`src/rtl/acc_cmd_sequencer.sv`:
```
// Command front-end for the accumulator: buffers {op, data, attr} commands in a
// small FIFO and replays each one as the init / load / oe strobe sequence.
module acc_cmd_sequencer #(
  parameter int DATA_WIDTH  = 8,
  parameter int ATTR_WIDTH  = 4,
  parameter int FIFO_DEPTH  = 4,
  parameter int LOAD_CYCLES = 2
) (
  input  logic                        clk,
  input  logic                        rst_n,
  input  logic                        flush,
  input  logic                        cmd_valid,
  output logic                        cmd_ready,
  input  logic [1:0]                  cmd_op,
  input  logic [DATA_WIDTH-1:0]       cmd_data,
  input  logic [ATTR_WIDTH-1:0]       cmd_attr,
  output logic                        signal_init,
  output logic                        signal_load,
  output logic                        signal_neg,
  output logic                        signal_oe,
  output logic [DATA_WIDTH-1:0]       data_in,
  output logic [ATTR_WIDTH-1:0]       attr_in,
  output logic                        busy,
  output logic [$clog2(FIFO_DEPTH):0] fifo_level
);
  localparam int PTR_W   = $clog2(FIFO_DEPTH);
  localparam int ENTRY_W = 2 + DATA_WIDTH + ATTR_WIDTH;
  localparam int CNT_W   = (LOAD_CYCLES > 1) ? $clog2(LOAD_CYCLES) : 1;

  localparam logic [PTR_W:0]   LEVEL_FULL = (PTR_W+1)'(FIFO_DEPTH);
  localparam logic [PTR_W:0]   LEVEL_ONE  = (PTR_W+1)'(1);
  localparam logic [PTR_W-1:0] PTR_ONE    = PTR_W'(1);
  localparam logic [CNT_W-1:0] CNT_LAST   = CNT_W'(LOAD_CYCLES - 1);
  localparam logic [CNT_W-1:0] CNT_ONE    = CNT_W'(1);

  localparam logic [1:0] OP_INIT = 2'd0;
  localparam logic [1:0] OP_SUB  = 2'd2;
  localparam logic [1:0] OP_OUT  = 2'd3;

  typedef enum logic [1:0] {IDLE, INIT, LOAD, OE} state_t;

  logic [ENTRY_W-1:0]    mem [FIFO_DEPTH];
  logic [PTR_W-1:0]      wr_ptr_reg;
  logic [PTR_W-1:0]      rd_ptr_reg;
  logic [PTR_W:0]        level_reg;
  state_t                state_reg;
  logic [CNT_W-1:0]      cnt_reg;
  logic                  init_reg;
  logic                  load_reg;
  logic                  neg_reg;
  logic                  oe_reg;
  logic [DATA_WIDTH-1:0] data_reg;
  logic [ATTR_WIDTH-1:0] attr_reg;

  logic [ENTRY_W-1:0]    head;
  logic [1:0]            head_op;
  logic [DATA_WIDTH-1:0] head_data;
  logic [ATTR_WIDTH-1:0] head_attr;
  logic                  push;
  logic                  pop;

  // Head is read combinationally so IDLE can pop and strobe on the same edge.
  assign head      = mem[rd_ptr_reg];
  assign head_op   = head[ENTRY_W-1 -: 2];
  assign head_data = head[ATTR_WIDTH +: DATA_WIDTH];
  assign head_attr = head[ATTR_WIDTH-1:0];

  assign cmd_ready = (level_reg != LEVEL_FULL);
  assign push      = cmd_valid && cmd_ready && !flush;
  assign pop       = (state_reg == IDLE) && (level_reg != '0) && !flush;

  always_ff @(posedge clk) begin
    if (push) begin
      mem[wr_ptr_reg] <= {cmd_op, cmd_data, cmd_attr};
    end
  end

  always_ff @(posedge clk or negedge rst_n) begin
    if (!rst_n) begin
      wr_ptr_reg <= '0;
      rd_ptr_reg <= '0;
      level_reg  <= '0;
    end else if (flush) begin
      wr_ptr_reg <= '0;
      rd_ptr_reg <= '0;
      level_reg  <= '0;
    end else begin
      if (push) wr_ptr_reg <= wr_ptr_reg + PTR_ONE;
      if (pop)  rd_ptr_reg <= rd_ptr_reg + PTR_ONE;
      case ({push, pop})
        2'b10:   level_reg <= level_reg + LEVEL_ONE;
        2'b01:   level_reg <= level_reg - LEVEL_ONE;
        default: level_reg <= level_reg;
      endcase
    end
  end

  always_ff @(posedge clk or negedge rst_n) begin
    if (!rst_n) begin
      state_reg <= IDLE;
      cnt_reg   <= '0;
      init_reg  <= 1'b0;
      load_reg  <= 1'b0;
      neg_reg   <= 1'b0;
      oe_reg    <= 1'b0;
      data_reg  <= '0;
      attr_reg  <= '0;
    end else if (flush) begin
      // Operand registers deliberately keep their value across a flush.
      state_reg <= IDLE;
      cnt_reg   <= '0;
      init_reg  <= 1'b0;
      load_reg  <= 1'b0;
      neg_reg   <= 1'b0;
      oe_reg    <= 1'b0;
    end else begin
      init_reg <= 1'b0;
      oe_reg   <= 1'b0;
      case (state_reg)
        IDLE: begin
          if (pop) begin
            case (head_op)
              OP_INIT: begin
                state_reg <= INIT;
                init_reg  <= 1'b1;
              end
              OP_OUT: begin
                state_reg <= OE;
                oe_reg    <= 1'b1;
              end
              default: begin
                state_reg <= LOAD;
                load_reg  <= 1'b1;
                neg_reg   <= (head_op == OP_SUB);
                data_reg  <= head_data;
                attr_reg  <= head_attr;
                cnt_reg   <= '0;
              end
            endcase
          end
        end
        LOAD: begin
          if (cnt_reg == CNT_LAST) begin
            state_reg <= IDLE;
            load_reg  <= 1'b0;
            neg_reg   <= 1'b0;
          end else begin
            cnt_reg <= cnt_reg + CNT_ONE;
          end
        end
        default: state_reg <= IDLE;
      endcase
    end
  end

  assign signal_init = init_reg;
  assign signal_load = load_reg;
  assign signal_neg  = neg_reg;
  assign signal_oe   = oe_reg;
  assign data_in     = data_reg;
  assign attr_in     = attr_reg;
  assign busy        = (level_reg != '0) || (state_reg != IDLE);
  assign fifo_level  = level_reg;

endmodule

```
`config.mk`:
```
export PLATFORM = sky130hd
export DESIGN_NAME = acc_cmd_sequencer
export DESIGN_NICKNAME = d
export VERILOG_FILES = /design/src/rtl/acc_cmd_sequencer.sv
export SDC_FILE = /design/constraint.sdc
export NUM_CORES = 1
export LEC_CHECK = 0
export BUFFER_PORTS_ARGS = -buffer_cell sky130_fd_sc_hd__buf_2
export CELL_PAD_IN_SITES_DETAIL_PLACEMENT = 1
export CELL_PAD_IN_SITES_GLOBAL_PLACEMENT = 1
export CORE_MARGIN = 2
export CORE_UTILIZATION = 40
export DETAILED_ROUTE_END_ITERATION = 6
export PLACE_DENSITY_LB_ADDON = 0.1
export SKIP_CTS_REPAIR_TIMING = 1
export SYNTH_ARGS = -nofsm -noshare
export SYNTH_HDL_FRONTEND = slang
export SYNTH_SLANG_ARGS = --single-unit
```
`constraint.sdc`:
```
create_clock -name clk -period 3.21 [get_ports clk]
set_input_delay 0.1605 -clock clk [delete_from_list [all_inputs] [get_ports clk]]
set_output_delay 0.1605 -clock clk [all_outputs]
set_load 0.02 [all_outputs]
```
==> out/summary.md, run 1 <==
## Setup path
- **minimum setup slack among reg-to-reg paths** 570 ps
- **cell with the biggest individual delay on the critical path** sky130_fd_sc_hd__nor3_1
- **arrival time reported for the critical path endpoint** 2860 ps
- **CP Class** reg2reg
- **crit path cell chain** nor3_1, or4_2, nor2_1, fa_1, or4_1, nand3_1, a31oi_1
- **endpoint type of the worst setup path** register
- **sort of element at the start of the critical path** register
- **terminus of the critical flop-to-flop path** fifo_level[2]$_DFFE_PN0P_
- **cells on worst reg2reg path** 7
- **delay of the slowest cell on the worst path** 550 ps
- **Critical R2R Launch** fifo_level[0]$_DFFE_PN0P_
- **highest fanout seen on the critical path** 10
- **required time worst endpoint** 3430 ps

## Cells and area
- **number of flip-flops in the largest register** 56
- **Top reg by flops** mem
- **area growth from synthesis to final layout** 14.2%
- **total number of nets in the final design** 262
- **# diodes** 0
- **area occupied by registers** 2330 um^2
- **total area of multi-input combinational cells** 958 um^2
- **post-layout instance area** 3830 um^2
- **layout cell share with drive strength beyond 1** 0.379
- **most common cell after layout, fill and taps aside** sky130_fd_sc_hd__edfxtp_1
- **highest-count cells in the layout ignoring fill and taps** 56 x sky130_fd_sc_hd__edfxtp_1, 38 x sky130_fd_sc_hd__buf_2, 26 x sky130_fd_sc_hd__dfrtp_1, 14 x sky130_fd_sc_hd__mux4_2, 12 x sky130_fd_sc_hd__mux2_2
- **final-layout fill cell count** 805

## GRT
- **antenna violations before repair** 0
- **met2 demand-to-capacity share in global routing** 0.249
- **first-pass GRT wire length** 10200 um
- **number of global-route vias before repair** 1925
- **final global-route overflow total** 0
- **pin count of the biggest net entering global routing** 27
- **GRT met1 Usage** 0.210
- **most utilized layer in the global route result** met2
- **global router's overall resource usage** 0.157
- **met3 track demand over resource** 0.0269

## Yosys
- **Synth Instances** 190
- **net count of the mapped netlist** 217
- **register bit count reported by yosys** 82
- **portion of the post-synthesis area used by sequential elements** 0.695
- **Synthesis Warnings** 0
- **Top FF cell, synth** sky130_fd_sc_hd__edfxtp_1
- **number of library cell types mapped by synthesis** 40
- **per-instance average area after synthesis** 17.7 um^2
- **post-synth design cell area** 3360 um^2
- **post-synthesis async set-or-reset flop share** 0.317
- **number of flops mapped to enable cells by yosys** 56

## CTS
- **total number of H-tree levels** 3
- **clock-pin transition on the worst setup and hold timing paths** 90 ps
- **clock latency on the worst-skew pair** 350 ps
- **clk sinks** 82
- **root buffer cell** sky130_fd_sc_hd__clkbuf_8
- **buffer depth of the longest clock path** 2
- **Num CTS Buffers** 9
- **clock tree from TritonCTS** built

## Timing
- **clk_skew** 7.60 ps
- **Final Max Tran Viols** 0
- **accumulated negative setup slack** 0 ps
- **FMAX** 379 MHz
- **Worst slew margin** 0.476
- **# setup viols final** 0
- **unrepaired setup endpoints after global routing** no
- **Fin. Hold Viols** 0
- **Period minus WS final** 2640 ps
- **actual slew at the worst max-slew pin** 786 ps
- **final cycle utilization of the critical path** 0.822

## Die
- **height of the die** 95.6 um
- **core box area** 8180 um^2
- **row cnt** 33
- **area enclosed by the die boundary** 9140 um^2
- **Die Width** 95.6 um
- **initial cell density of the core** 0.411
- **num ports** 39

## Placed design
- **count of input and output buffers** 38
- **gp weighted congestion** 0.697
- **DP Wirelength** 4350 um
- **cell area after placement** 3650 um^2

## Min path
- **Hold Crit Class** in2reg
- **hold path start** cmd_attr[3]
- **worst min-delay path endpoint** mem[0][3]$_DFFE_PP_
- **Hold Crit Depth** 1

## Detailed routing
- **DRC violation total after the first TritonRoute iteration** 53
- **number of iterations in the first detailed-routing pass** 5
- **Via-to-Cell Ratio** 5.15
- **remaining antenna violation count** 0
- **average wire length per cell after detail routing** 18.7 um
- **drc violations** 0
- **vias after detailed routing** 1776
- **detailed-route wire length** 6460 um

## Power and ir drop
- **P per Cell Area** 840 nW/um^2
- **leakage** 0.00146 uW
- **maximum vdd ir drop** 0.000309 V

## Run status
- **status** finished, final reports clean

## Flow run
- **number of max-cap violations** 0

synthesized netlist by cell type (all sizes together), types with 2 or more instances:
master  count  share of area
nor4        2         0.0056
nor3        3         0.0045
and2        7          0.014
o21ai       2         0.0030
or4         2         0.0048
nand3       4         0.0060
nor2        9          0.010
xor2        2         0.0052
nand2       8         0.0097
edfxtp     56           0.50
and3b       2         0.0052
inv         5         0.0056
dfrtp      26           0.19
mux2       13          0.045
buf         5          0.012
clkbuf      2         0.0022
ha          8          0.030
mux4       14          0.094
a21oi       4         0.0071
nand2b      4         0.0075
metrics by stage:
stage | hold slack [ps] | setup WS [ps] | utilization | power [uW] | std cells
after floorplan | -135 | 814 | - | 2250 | 190
after global placement | 212 | 691 | 0.446 | 2510 | 328
after detailed placement | 241 | 543 | 0.446 | 2580 | 328
after CTS | -144 | 512 | 0.468 | 3270 | 344
after global routing | 25.1 | 394 | 0.469 | 3410 | 345
final | 30.9 | 570 | 0.469 | 3220 | 345
layer usage:
| metal | vias up | routed length, um | part of all wire |
|---|---|---|---|
| li1 | 811 | - | - |
| met1 | 912 | 2920 | 0.45 |
| met2 | 44 | 3240 | 0.50 |
| met3 | 9 | 197 | 0.030 |
| met4 | 0 | 113 | 0.017 |
| met5 | - | 0 | 0 |
critical path: cells and delay by family, from the launching register on:
kind | cells | cell delay (ps)
AND/OR/NAND/NOR | 5 | 1480
adder cells (fa/ha/maj) | 1 | 430
AO/OA/AOI/OAI | 1 | 100
flip-flops | 1 | 500
area by class of cell:
| type | instances | area share |
|---|---|---|
| flip-flops and latches | 82 | 0.608 |
| well taps | 105 | 0.0343 |
| inverters | 5 | 0.00490 |
| clock buffers | 9 | 0.0323 |
| clock inverters | 7 | 0.0140 |
| multi-input cells | 96 | 0.250 |
| repair buffers | 41 | 0.0561 |
worst max-delay path by stage:
stage / start / to / slack (ps) / depth (start not counted)
floorplan: fifo_level[0]$_DFFE_PN0P_ / fifo_level[2]$_DFFE_PN0P_ / 810 / 7
global placement: fifo_level[0]$_DFFE_PN0P_ / fifo_level[2]$_DFFE_PN0P_ / 690 / 7
detailed placement: fifo_level[0]$_DFFE_PN0P_ / fifo_level[2]$_DFFE_PN0P_ / 540 / 7
CTS: fifo_level[0]$_DFFE_PN0P_ / fifo_level[2]$_DFFE_PN0P_ / 510 / 7
global route: fifo_level[0]$_DFFE_PN0P_ / fifo_level[2]$_DFFE_PN0P_ / 390 / 7
finish: fifo_level[0]$_DFFE_PN0P_ / fifo_level[2]$_DFFE_PN0P_ / 570 / 7
report_power, final:
| part | total (uW) | switching [uW] | internal [uW] | leakage [uW] |
|---|---|---|---|---|
| logic | 1070 | 593 | 475 | 0.000539 |
| registers | 1470 | 160 | 1310 | 0.000840 |
| clock network | 681 | 395 | 286 | 0.0000774 |
| total | 3220 | 1150 | 2070 | 0.00146 |
kinds of logic (layout without fill, tap and decap cells):
group,after synthesis,in the layout,synth area share
simple gates,44,44,0.0742
fa+ha+maj,9,9,0.0358
flops,82,82,0.695
xor+xnor,3,3,0.00783
compound gates,12,12,0.0261
mux,28,28,0.142
buf+inv,12,62,0.0198
Note: power is estimated with default switching activity, not from simulation.
==> inputs of run 2 (changes only) <==
==> constraint.sdc (replaced) <==
create_clock -name clk -period 2.1 [get_ports clk]
set_input_delay 0.105 -clock clk [delete_from_list [all_inputs] [get_ports clk]]
set_output_delay 0.105 -clock clk [all_outputs]
set_load 0.02 [all_outputs]
==> run 2 against run 1 <==
Global-route usage grew 0.13 points. Clock-buffer cell count rose by 2. Register-to-register slack worse by 480 ps. Critical path depth is the same. Utilization rose by 4.5 points. Worst setup slack worse by 480 ps. Hold slack improved by 1.3 ps. Sequential share of layout area down 5.2 points. Non-clock buffer count increased by 28. Clock power up 67%. Critical path type unchanged. Largest cell class unchanged. Highest routed layer unchanged.
==> out/summary.md, run 2 (synthesized netlist as in run 1, its figures left out) <==
## Timing
- **minimum setup slack in the final design** 92.2 ps, was 570 ps
- **Final Max Tran Viols** 0, unchanged
- **FMAX** 498 MHz, was 379 MHz
- **Period minus WS final** 2010 ps, was 2640 ps
- **final cycle utilization of the critical path** 0.956, was 0.822
- **accumulated negative setup slack** 0 ps, unchanged
- **clk_skew** 12.8 ps, was 7.60 ps
- **# setup viols final** 0, unchanged
- **Worst slew margin** 0.599, was 0.476
- **Fin. Hold Viols** 0, unchanged
- **actual slew at the worst max-slew pin** 601 ps, was 786 ps

## CTS
- **root buffer cell** sky130_fd_sc_hd__clkbuf_8, unchanged
- **buffer depth of the longest clock path** 2, unchanged
- **clock-pin transition on the worst setup and hold timing paths** 90 ps, about the same
- **clk sinks** 82, unchanged
- **clock tree from TritonCTS** built, unchanged
- **clock latency on the worst-skew pair** 350 ps, about the same
- **Num CTS Buffers** 9, unchanged
- **total number of H-tree levels** 3, unchanged

## Placed design
- **count of input and output buffers** 38, unchanged
- **cell area after placement** 3820 um^2, was 3650 um^2
- **gp weighted congestion** 0.783, was 0.697
- **Setup Slack @ Placement** 37.7 ps, was 543 ps
- **DP Wirelength** 4490 um, was 4350 um

## Setup path
- **endpoint type of the worst setup path** register, unchanged
- **sort of element at the start of the critical path** register, unchanged
- **required time worst endpoint** 2330 ps, was 3430 ps
- **highest fanout seen on the critical path** 3, was 10
- **arrival time reported for the critical path endpoint** 2240 ps, was 2860 ps
- **CP Class** reg2reg, unchanged

## Run status
- **status** finished, final reports clean, unchanged

## Cells and area
- **highest-count cells in the layout ignoring fill and taps** 56 x sky130_fd_sc_hd__edfxtp_1, 38 x sky130_fd_sc_hd__buf_2, 23 x sky130_fd_sc_hd__dfrtp_1, 15 x sky130_fd_sc_hd__dlygate4sd3_1, 14 x sky130_fd_sc_hd__mux4_2, was 56 x sky130_fd_sc_hd__edfxtp_1, 38 x sky130_fd_sc_hd__buf_2, 26 x sky130_fd_sc_hd__dfrtp_1, 14 x sky130_fd_sc_hd__mux4_2, 12 x sky130_fd_sc_hd__mux2_2
- **most common cell after layout, fill and taps aside** sky130_fd_sc_hd__edfxtp_1, unchanged
- **post-layout instance area** 4200 um^2, was 3830 um^2
- **# diodes** 0, unchanged
- **area growth from synthesis to final layout** 25.0%, was 14.2%
- **Top reg by flops** mem, unchanged
- **number of flip-flops in the largest register** 56, unchanged
- **layout cell share with drive strength beyond 1** 0.429, was 0.379
- **total number of nets in the final design** 290, was 262

## Detailed routing
- **remaining antenna violation count** 0, unchanged
- **drc violations** 0, unchanged
- **Via-to-Cell Ratio** 4.98, was 5.15
- **detailed-route wire length** 6740 um, was 6460 um
- **vias after detailed routing** 1858, was 1776
- **average wire length per cell after detail routing** 18.1 um, was 18.7 um
- **DRC violation total after the first TritonRoute iteration** 93, was 53
- **number of iterations in the first detailed-routing pass** 4, was 5

## Power and ir drop
- **leakage** 0.00162 uW, was 0.00146 uW
- **maximum vdd ir drop** 0.000576 V, was 0.000309 V
- **P per Cell Area** 1270 nW/um^2, was 840 nW/um^2
- **Final Power** 5340 uW, was 3220 uW

## GRT
- **final global-route overflow total** 0, unchanged
- **first-pass GRT wire length** 10400 um, was 10200 um
- **pin count of the biggest net entering global routing** 27, unchanged
- **number of global-route vias before repair** 1992, was 1925
- **global router's overall resource usage** 0.158, was 0.157
- **antenna violations before repair** 0, unchanged

## Die
- **core box area** 8180 um^2, unchanged
- **num ports** 39, unchanged
- **initial cell density of the core** 0.411, unchanged
- **row cnt** 33, unchanged
- **area enclosed by the die boundary** 9140 um^2, unchanged
- **height of the die** 95.6 um, unchanged
- **Die Width** 95.6 um, unchanged

## Flow run
- **number of max-cap violations** 0, unchanged

## Min path
- **Hold Crit Class** in2reg, unchanged

-- run 2: changes by cell type in the layout (fill, tap and decap cells not counted), moves of 3 or more --
| cell | change |
|---|---|
| sky130_fd_sc_hd__buf_4 | +10 |
| sky130_fd_sc_hd__dfrtp_2 | +3 |
| sky130_fd_sc_hd__dlygate4sd3_1 | +14 |
| sky130_fd_sc_hd__buf_12 | +4 |
| sky130_fd_sc_hd__dfrtp_1 | -3 |
-- run 2: cell type report --
cell class | count | area, um^2
fill | 789 | 3980
sequential | 82 | 2340
multi-input combinational | 96 | 1010
timing repair buffer | 69 | 510
clock buffer | 11 | 131
tap | 105 | 131
clock inverter | 5 | 62.6
inverter | 5 | 18.8
-- run 2: path summary, 6_finish.rpt --
check	from	to	slack, ps	cells past startpoint
worst min register to register	signal_load$_DFFE_PN0P_	signal_load$_DFFE_PN0P_	510	2
worst max-delay path	fifo_level[1]$_DFFE_PN0P_	fifo_level[2]$_DFFE_PN0P_	90	7
max in group asynchronous	rst_n	fifo_level[2]$_DFFE_PN0P_	1390	2
min in group asynchronous	rst_n	fifo_level[1]$_DFFE_PN0P_	290	2
worst min-delay path	flush	state_reg[0]$_DFFE_PN0P_	30	3
worst max register to register	fifo_level[1]$_DFFE_PN0P_	fifo_level[2]$_DFFE_PN0P_	90	7
-- run 2: report_power, final --
part | internal, uW | leakage, uW | switching, uW
Sequential | 2010 | 0.000836 | 159
Combinational | 944 | 0.000691 | 1080
Clock | 560 | 0.0000906 | 584
Total | 3510 | 0.00162 | 1820
-- run 2: worst max-delay path, cell delays in order (launching register included) --
cell and delay (ps):
sky130_fd_sc_hd__dfrtp_2 430, sky130_fd_sc_hd__nor3_4 190, sky130_fd_sc_hd__or4_4 160, sky130_fd_sc_hd__nor2_1 60
sky130_fd_sc_hd__fa_2 380, sky130_fd_sc_hd__or4_4 490, sky130_fd_sc_hd__nand3_2 90, sky130_fd_sc_hd__a31oi_1 80
-- run 2: per-stage QoR --
step	instances	utilization	hold WS, ps
finish	373	0.513	32.2
global route	373	0.513	39.2
CTS	356	0.491	-237
detailed placement	340	0.467	159
global placement	340	0.467	151
floorplan	190	-	-191
-- run 2: per-layer routing --
metal | wire length, um | vias up | GRT usage
met3 | 214 | 11 | 0.0443
met2 | 3570 | 35 | 0.273
met1 | 2840 | 942 | 0.182
li1 | - | 870 | -
met5 | 0 | - | 0
met4 | 112 | 0 | 0.0738
==> inputs of run 3 (changes only) <==
--- a/config.mk
+++ b/config.mk
@@ -8,7 +8,7 @@
 export BUFFER_PORTS_ARGS = -buffer_cell sky130_fd_sc_hd__buf_2
 export CELL_PAD_IN_SITES_DETAIL_PLACEMENT = 1
 export CELL_PAD_IN_SITES_GLOBAL_PLACEMENT = 1
-export CORE_MARGIN = 2
+export CORE_MARGIN = 3
 export CORE_UTILIZATION = 40
 export DETAILED_ROUTE_END_ITERATION = 6
 export PLACE_DENSITY_LB_ADDON = 0.1
==> run 3 against run 2 <==
Sequential cell count is the same. Sequential share of layout area shrank 0.55 points. Utilization is 2.2 points higher. Routed wire length barely moved. Clock-buffer cell count fell by 2.
==> out/summary.md, run 3 (synthesized netlist as in run 1, its figures left out) <==
## Run status
- **status** finished, final reports clean, unchanged

## Power and ir drop
- **internal power** 3670 uW, was 3510 uW
- **Final Power** 5520 uW, was 5340 uW
- **share of total power in sequential cells** 0.392, was 0.406
- **Switching Power** 1850 uW, was 1820 uW
- **switching share of power** 0.335, was 0.342
- **leakage** 0.00165 uW, was 0.00162 uW
- **fraction of power consumed by combinational cells** 0.370, was 0.380
- **P per Cell Area** 1300 nW/um^2, was 1270 nW/um^2
- **maximum vdd ir drop** 0.000577 V, was 0.000576 V
- **clock share of power** 0.238, was 0.214

## Detailed routing
- **remaining antenna violation count** 0, unchanged
- **Via-to-Cell Ratio** 5.07, was 4.98
- **drc violations** 0, unchanged
- **number of iterations in the first detailed-routing pass** 4, unchanged
- **vias after detailed routing** 1881, was 1858
- **average wire length per cell after detail routing** 18.2 um, was 18.1 um
- **detailed-route wire length** 6740 um, about the same
- **DRC violation total after the first TritonRoute iteration** 116, was 93

## Die
- **area enclosed by the die boundary** 9530 um^2, was 9140 um^2
- **num ports** 39, unchanged
- **height of the die** 97.6 um, was 95.6 um
- **initial cell density of the core** 0.423, was 0.411
- **Die Width** 97.6 um, was 95.6 um
- **row cnt** 32, was 33
- **core box area** 7930 um^2, was 8180 um^2

## Timing
- **# setup viols final** 0, unchanged
- **Final Max Tran Viols** 0, unchanged
- **clk_skew** 12.4 ps, was 12.8 ps
- **minimum setup slack in the final design** 116 ps, was 92.2 ps
- **actual slew at the worst max-slew pin** 647 ps, was 601 ps
- **unrepaired setup endpoints after global routing** no
- **Worst slew margin** 0.569, was 0.599
- **hold slack final** 27.2 ps, was 32.2 ps
- **Period minus WS final** 1980 ps, was 2010 ps
- **FMAX** 504 MHz, was 498 MHz
- **final cycle utilization of the critical path** 0.945, was 0.956
- **Fin. Hold Viols** 0, unchanged

## Setup path
- **delay of the slowest cell on the worst path** 530 ps, was 490 ps
- **required time worst endpoint** 2320 ps, was 2330 ps
- **cell with the biggest individual delay on the critical path** sky130_fd_sc_hd__or4_4, unchanged
- **crit path cell chain** nor3_4, or4_4, nor2_1, fa_2, nor4_1, o21ai_0, a31oi_1, was nor3_4, or4_4, nor2_1, fa_2, or4_4, nand3_2, a31oi_1
- **highest fanout seen on the critical path** 5, was 3
- **CP Class** reg2reg, unchanged
- **sort of element at the start of the critical path** register, unchanged
- **minimum setup slack among reg-to-reg paths** 120 ps, was 90 ps
- **endpoint type of the worst setup path** register, unchanged
- **arrival time reported for the critical path endpoint** 2210 ps, was 2240 ps

## Min path
- **Hold Crit Class** in2reg, unchanged

## CTS
- **clock-pin transition on the worst setup and hold timing paths** 90 ps, about the same
- **clk sinks** 82, unchanged
- **Num CTS Buffers** 9, unchanged
- **clock tree from TritonCTS** built, unchanged
- **total number of H-tree levels** 3, unchanged
- **buffer depth of the longest clock path** 2, unchanged
- **root buffer cell** sky130_fd_sc_hd__clkbuf_8, unchanged
- **clock latency on the worst-skew pair** 340 ps, was 350 ps

## Cells and area
- **number of flip-flops in the largest register** 56, unchanged
- **layout cell share with drive strength beyond 1** 0.442, was 0.429
- **total number of nets in the final design** 291, was 290
- **# diodes** 0, unchanged
- **highest-count cells in the layout ignoring fill and taps** 56 x sky130_fd_sc_hd__edfxtp_1, 38 x sky130_fd_sc_hd__buf_2, 22 x sky130_fd_sc_hd__dfrtp_1, 15 x sky130_fd_sc_hd__dlygate4sd3_1, 14 x sky130_fd_sc_hd__mux4_2, was 56 x sky130_fd_sc_hd__edfxtp_1, 38 x sky130_fd_sc_hd__buf_2, 23 x sky130_fd_sc_hd__dfrtp_1, 15 x sky130_fd_sc_hd__dlygate4sd3_1, 14 x sky130_fd_sc_hd__mux4_2
- **area growth from synthesis to final layout** 26.4%, was 25.0%
- **Core Util, Final** 0.535, was 0.513
- **most common cell after layout, fill and taps aside** sky130_fd_sc_hd__edfxtp_1, unchanged
- **final cell count without fillers** 371, was 373
- **Top reg by flops** mem, unchanged

## Placed design
- **Setup Slack @ Placement** -5.51 ps, was 37.7 ps
- **number of cells in the design after placement** 339, was 340
- **gp weighted congestion** 0.764, was 0.783
- **count of input and output buffers** 38, unchanged
- **DP Wirelength** 4570 um, was 4490 um

## GRT
- **first-pass GRT wire length** 10900 um, was 10400 um
- **global router's overall resource usage** 0.149, was 0.158
- **final global-route overflow total** 0, unchanged
- **pin count of the biggest net entering global routing** 27, unchanged
- **number of global-route vias before repair** 2014, was 1992
- **antenna violations before repair** 0, unchanged

## Flow run
- **number of max-cap violations** 0, unchanged

run 3: area by class of cell:
class | count | area (um^2)
Timing Repair Buffer | 70 | 518
Multi-Input combinational cell | 96 | 1010
Sequential cell | 82 | 2340
Tap cell | 102 | 128
Clock buffer | 9 | 124
Clock inverter | 7 | 108
Inverter | 5 | 18.8
Fill cell | 759 | 3690
run 3: power groups by stage:
| stage | Clock (uW) | Combinational, uW | Sequential, uW |
|---|---|---|---|
| 2_1_floorplan | 0 | 1110 | 2420 |
| 3_3_place_gp | 0 | 1900 | 2180 |
| 3_5_place_dp | 0 | 1980 | 2210 |
| 4_1_cts | 1340 | 1990 | 2170 |
| 5_1_grt | 1420 | 2220 | 2200 |
| 6_report | 1310 | 2040 | 2160 |
run 3: routing by layer:
metal,global-route usage,vias up,share of wire
met3,0.0302,4,0.030
met4,0.0575,0,0.0096
met5,0,-,0
met2,0.248,36,0.52
met1,0.192,973,0.45
li1,-,868,-
run 3: path summary, 6_finish.rpt:
| kind | endpoint | cells past startpoint | startpoint |
|---|---|---|---|
| worst max-delay path | fifo_level[2]$_DFFE_PN0P_ | 7 | fifo_level[0]$_DFFE_PN0P_ |
| max in group asynchronous | rd_ptr_reg[0]$_DFFE_PN0P_ | 2 | rst_n |
| worst min register to register | signal_load$_DFFE_PN0P_ | 2 | signal_load$_DFFE_PN0P_ |
| worst max register to register | fifo_level[2]$_DFFE_PN0P_ | 7 | fifo_level[0]$_DFFE_PN0P_ |
| worst min-delay path | state_reg[0]$_DFFE_PN0P_ | 3 | flush |
| min in group asynchronous | signal_load$_DFFE_PN0P_ | 2 | rst_n |
run 3: worst max-delay path, delay by kind of cell, from the launching register on:
family / cells / cell delay [ps]
AND/OR/NAND/NOR: 4 / 850
AO/OA/AOI/OAI: 2 / 300
adder cells (fa/ha/maj): 1 / 280
flip-flops: 1 / 420
run 3: per-stage QoR:
stage / instance area, um^2 / setup TNS [ps]
floorplan: 3400 / -93.3
global placement: 3830 / 0
detailed placement: 3830 / -5.51
CTS: 4060 / -24.5
global route: 4240 / 0
finish: 4240 / 0
